$ cat src/rtl/div_mult_unit.sv
// div_mult_unit: signed 32x32 multiply (shift-add) and divide (restoring), one iteration per clock.
// Optional macro DIV_MULT_FAST_ZERO_EN: a MULT with a zero operand completes without iterating.
module div_mult_unit (
  input  logic        clk,
  input  logic        reset,
  input  logic        start,
  input  logic        op_div,
  input  logic [31:0] a,
  input  logic [31:0] b,
  output logic [31:0] hi,
  output logic [31:0] lo,
  output logic        busy,
  output logic        done,
  output logic        div0
);

  typedef enum logic [1:0] {IDLE, RUN, FIX, DONE} state_t;

  state_t      state, state_next;
  logic [5:0]  count;
  logic        is_div, sign_a, sign_b;
  logic [31:0] acc_hi, acc_lo, opnd;
  logic        div_by_zero, fast_zero, launch;
  logic        busy_next, done_next, div0_next;
  logic [32:0] mult_sum, div_shift;
  logic [31:0] div_diff;
  logic        div_fits;
  logic [63:0] prod_mag, prod_signed;
  logic [31:0] quot, rem;

  assign div_by_zero = op_div && (b == '0);
`ifdef DIV_MULT_FAST_ZERO_EN
  assign fast_zero = !op_div && ((a == '0) || (b == '0));
`else
  assign fast_zero = 1'b0;
`endif
  assign launch = (state == IDLE) && start;

  always_ff @(posedge clk or posedge reset) begin
    if (reset) state <= IDLE;
    else       state <= state_next;
  end

  // NOTE: every combinational output gets a default first so no latch is inferred.
  always_comb begin
    state_next = state;
    case (state)
      IDLE:    if (start) state_next = (div_by_zero || fast_zero) ? DONE : RUN;
      RUN:     if (count == 6'd31) state_next = FIX;
      FIX:     state_next = DONE;
      DONE:    state_next = IDLE;
      default: state_next = IDLE;
    endcase
  end

  // Output values are decoded from the next state so the flops below present them registered.
  always_comb begin
    busy_next = (state_next == RUN) || (state_next == FIX);
    done_next = (state_next == DONE);
    div0_next = launch && div_by_zero;
  end

  always_ff @(posedge clk or posedge reset) begin
    if (reset) begin
      busy <= 1'b0;
      done <= 1'b0;
      div0 <= 1'b0;
    end else begin
      busy <= busy_next;
      done <= done_next;
      div0 <= div0_next;
    end
  end

  // Magnitude iteration: MULT shifts the product right through acc_lo,
  // DIV shifts the dividend left out of acc_lo into the partial remainder acc_hi.
  always_comb begin
    mult_sum    = {1'b0, acc_hi} + {1'b0, (acc_lo[0] ? opnd : 32'd0)};
    div_shift   = {acc_hi, acc_lo[31]};
    div_fits    = div_shift >= {1'b0, opnd};
    div_diff    = div_shift[31:0] - opnd;
    prod_mag    = {acc_hi, acc_lo};
    prod_signed = (sign_a ^ sign_b) ? -prod_mag : prod_mag;
    quot        = (sign_a ^ sign_b) ? -acc_lo : acc_lo;
    rem         = sign_a ? -acc_hi : acc_hi;
  end

  always_ff @(posedge clk or posedge reset) begin
    if (reset) begin
      count  <= '0;
      is_div <= 1'b0;
      sign_a <= 1'b0;
      sign_b <= 1'b0;
      acc_hi <= '0;
      acc_lo <= '0;
      opnd   <= '0;
      hi     <= '0;
      lo     <= '0;
    end else begin
      case (state)
        IDLE: if (start) begin
          is_div <= op_div;
          sign_a <= a[31];
          sign_b <= b[31];
          acc_hi <= '0;
          acc_lo <= a[31] ? -a : a;
          opnd   <= b[31] ? -b : b;
          count  <= '0;
          if (fast_zero) begin
            hi <= '0;
            lo <= '0;
          end
        end
        RUN: begin
          count <= count + 6'd1;
          if (is_div) begin
            acc_hi <= div_fits ? div_diff : div_shift[31:0];
            acc_lo <= {acc_lo[30:0], div_fits};
          end else begin
            acc_hi <= mult_sum[32:1];
            acc_lo <= {mult_sum[0], acc_lo[31:1]};
          end
        end
        FIX: begin
          if (is_div) {hi, lo} <= {rem, quot};
          else        {hi, lo} <= prod_signed;
        end
        default: ;
      endcase
    end
  end

endmodule

$ cat config.mk
export PLATFORM = sky130hd
export DESIGN_NAME = div_mult_unit
export DESIGN_NICKNAME = d
export VERILOG_FILES = /design/src/rtl/div_mult_unit.sv
export SDC_FILE = /design/constraint.sdc
export NUM_CORES = 1
export LEC_CHECK = 0
export ABC_AREA = 1
export CORE_ASPECT_RATIO = 1.75
export CORE_MARGIN = 2
export CORE_UTILIZATION = 30
export DETAILED_ROUTE_END_ITERATION = 7
export PLACE_DENSITY_LB_ADDON = 0.3
export SETUP_SLACK_MARGIN = 0.1
export SYNTH_ARGS = -nofsm -noshare
export SYNTH_HDL_FRONTEND = slang
export SYNTH_SLANG_ARGS = --single-unit
export TNS_END_PERCENT = 30
$ cat constraint.sdc
create_clock -name clk -period 14.1 [get_ports clk]
set_clock_uncertainty 0.15 [all_clocks]
set_input_delay 1.41 -clock clk [delete_from_list [all_inputs] [get_ports clk]]
set_output_delay 1.41 -clock clk [all_outputs]
set_load 0.02 [all_outputs]
==> key figures <==
Clocking
  – Clk_lat worst skew: 0.47 ns
  – CTS tree: built
  – Max clock buf depth: 2
  – CTS root buf: clkbuf_16
  – Total clock sinks: around 170
  – Worst-path clk slew: roughly 0.07 ns
  – H-tree Lvls: 4
  – Postcts setup bufs: 0
  – Clock buffer count from CTS: 17
  – Post-CTS Resized: 0
  – Post-CTS Hold Buffers: 0

GRT
  – GR Util met3: 2.32%
  – Number of global-route vias before repair: around 19000
  – Pin count of the biggest net entering global routing: approximately 120
  – First-pass GRT wire length: 107000 um
  – GRT Total Usage: between 20% and 30%
  – GRT busiest layer: met2
  – GR Util met2: 46.6%
  – Initial antenna violation count: 0
  – GR Overflow Total: 0
  – M1 GR Usage: 22.6%

Yosys
  – Avg Cell Area, Syn: slightly below 6 um^2
  – Yosys warnings: 0
  – Mapped Area: roughly 17000 um^2
  – Post-synth ARST share: 100%
  – Most used flip-flop cell after synthesis: dfrtp_1
  – Cells after Synth: 2924
  – Seq/Total Area, Yosys: roughly a quarter
  – Post-synth top cells: 990 x nand2_1, 421 x inv_1, 297 x nor2_1
  – Post-synth top area share: 25.3%
  – Number of synthesized flops with an enable pin: 0
  – Area leader, netlist: dfrtp_1
  – Synthesis-stage register bit count: 174
  – Largest cells by area after synthesis: dfrtp_1 25%, nand2_1 22%, inv_1 9.2%
  – Count leader, synth: nand2_1
  – Synth unique cells: 51
  – Syn_nets: 3064

Routing
  – ANT nets after route: 0
  – Vias: 18658
  – Vias/cell: approximately 5
  – Initial DRC Count: 1204
  – Routed wire length: 70600 um
  – Routed wire per std cell: 18.7 um
  – DR pass1 iterations: 7
  – DR DRC count: 0

Pwr
  – Max VDD drop: 0.115 mV
  – Final Total Pwr: 5440 uW
  – Leakage: about 0.01 uW
  – Power density over the cells: 274 nW/um^2

STA
  – Unrepaired setup endpoints after global routing: no
  – Slew margin rel.: 23.5%
  – Final setup violating endpoints: 0
  – Period Utilization, post-route: 27.6%
  – Slew Limit Fails: 0
  – Highest Clock Rate: 0.257 GHz
  – TNS Setup: 0 ns
  – Final worst path period need: slightly below 4 ns
  – Worst-Margin Slew: 1.14 ns
  – Hold_ws: ~0.33 ns
  – Final Hold Vio Count: 0

Die
  – Chip height: around 320 um
  – Core region area: 57000 um^2
  – Initial Util: between 30% and 40%
  – Die width: about 190 um
  – Die area: just under 60000 um^2
  – Ports: 135
  – Row count: 116

Setup path
  – Worst path required time: ~14 ns
  – Worst setup EP type: flip-flop
  – Critical Path AT: 4.14 ns
  – Startpoint types: flip-flop
  – Crit-path max FO: 33
  – Critical path type: reg -> reg

Final layout
  – Non-Filler Instances: between 3000 and 4000
  – Filler Cells Inserted: 6412
  – Layout cells sized above 1: 3.72%
  – Final core utilization: between 30% and 40%
  – Nets: 3137
  – P&R area growth vs syn: 15.3%
  – Number of inserted diodes: 0

Placement
  – GPL Wtd Cong: approximately 0.98
  – Number of port buffers: around 130
  – Hpwl dp: 57200 um
  – Cells after DPL: 3745

Job
  – Max cap viols: 0

Status
  – Status: completed

Min path
  – Worst Hold Class: reg -> reg
==> where the power goes <==
part	internal [uW]	switching (uW)	total [uW]
Combinational	1280	2570	3850
Sequential	732	344	1080
Clock	287	233	521
Total	2300	3140	5440
==> registers in the layout, summed over array words and instances (netlist names) <==
signal / count
acc_hi: 32
acc_lo: 32
busy: 1
count: 6
div0: 1
done: 1
hi: 32
is_div: 1
lo: 32
opnd: 32
sign_a: 1
sign_b: 1
state: 2
==> logic make-up (layout without fill, tap and decap cells) <==
logic type      Yosys count  count (layout)  synth area share (%)
simple gates           1719            1719                  42.5
buf+inv                 521             606                  11.7
compound gates          360             360                  11.2
fa+ha+maj                72              72                  5.32
flops                   174             174                  25.3
xor+xnor                 77              77                  3.91
mux                       1               1                0.0581
==> per-layer routing <==
metal / vias up / part of all wire, %
li1: 9436 / -
met1: 8530 / 34
met2: 487 / 54
met3: 205 / 3.2
met4: 0 / 8.9
met5: - / 0
==> metrics by stage <==
step | area, um^2 | worst slack [ns]
floorplan | 17200 | 7.82
global placement | 19300 | 9.72
detailed placement | 19300 | 9.68
CTS | 19900 | 10.19
global route | 19900 | 9.81
finish | 19900 | 10.21
==> worst paths after layout <==
check	cells past startpoint	slack (ns)	endpoint	start
setup reg to reg	21	10.21	acc_hi[31]	acc_lo[0]
hold / removal	2	0.33	hi[25]	hi[25]
hold reg to reg	2	0.33	hi[25]	hi[25]
max in group asynchronous	3	11.08	hi[15]	reset
min in group asynchronous	2	1.34	hi[5]	reset
setup / recovery	21	10.21	acc_hi[31]	acc_lo[0]
==> layout make-up <==
| class | count | area (um^2) | area share (%) |
|---|---|---|---|
| multi-input combinational | 2229 | 10900 | 54.8 |
| clock buffer | 18 | 439 | 2.21 |
| sequential | 174 | 4360 | 21.9 |
| clock inverter | 13 | 179 | 0.900 |
| tap | 767 | 960 | 4.83 |
| inverter | 427 | 1610 | 8.11 |
| timing repair buffer | 148 | 1450 | 7.28 |
==> layout by cell type (no fill, tap or decap), types with 6 or more instances in the layout <==
master and count:
nand2_2 9, buf_4 14, nand2_1 989, nor2_2 16, xnor2_1 23, o211ai_1 13
inv_2 6, nor3_1 37, nand4_1 45, a31oi_1 19, inv_1 418, dfrtp_1 173
xor2_1 54, and2_1 11, ha_1 70, a21oi_1 110, o21ai_0 182, or2_2 7
nor2_1 294, clkdlybuf4s50_1 134, clkbuf_16 17, nand3b_1 22, o21bai_1 9, nand3_1 254
o21ai_1 10, nor2_4 8
==> critical path, stage by stage, from the launching register on <==
cell     delay [ns]
dfrtp_1        0.55
buf_4          0.45
nand2_1        0.10
inv_1          0.07
ha_1           0.16
inv_1          0.06
fa_1           0.39
inv_1          0.10
nand3_1        0.07
nand3_1        0.20
nand2_1        0.08
nand2_1        0.19
inv_1          0.08
o21ai_0        0.36
nand2_1        0.31
nand2_1        0.17
nand2_1        0.06
nand2_1        0.06
nand2_1        0.05
inv_1          0.07
nand2_1        0.05
nand2_1        0.05
Power figures use the tool's default switching activity.
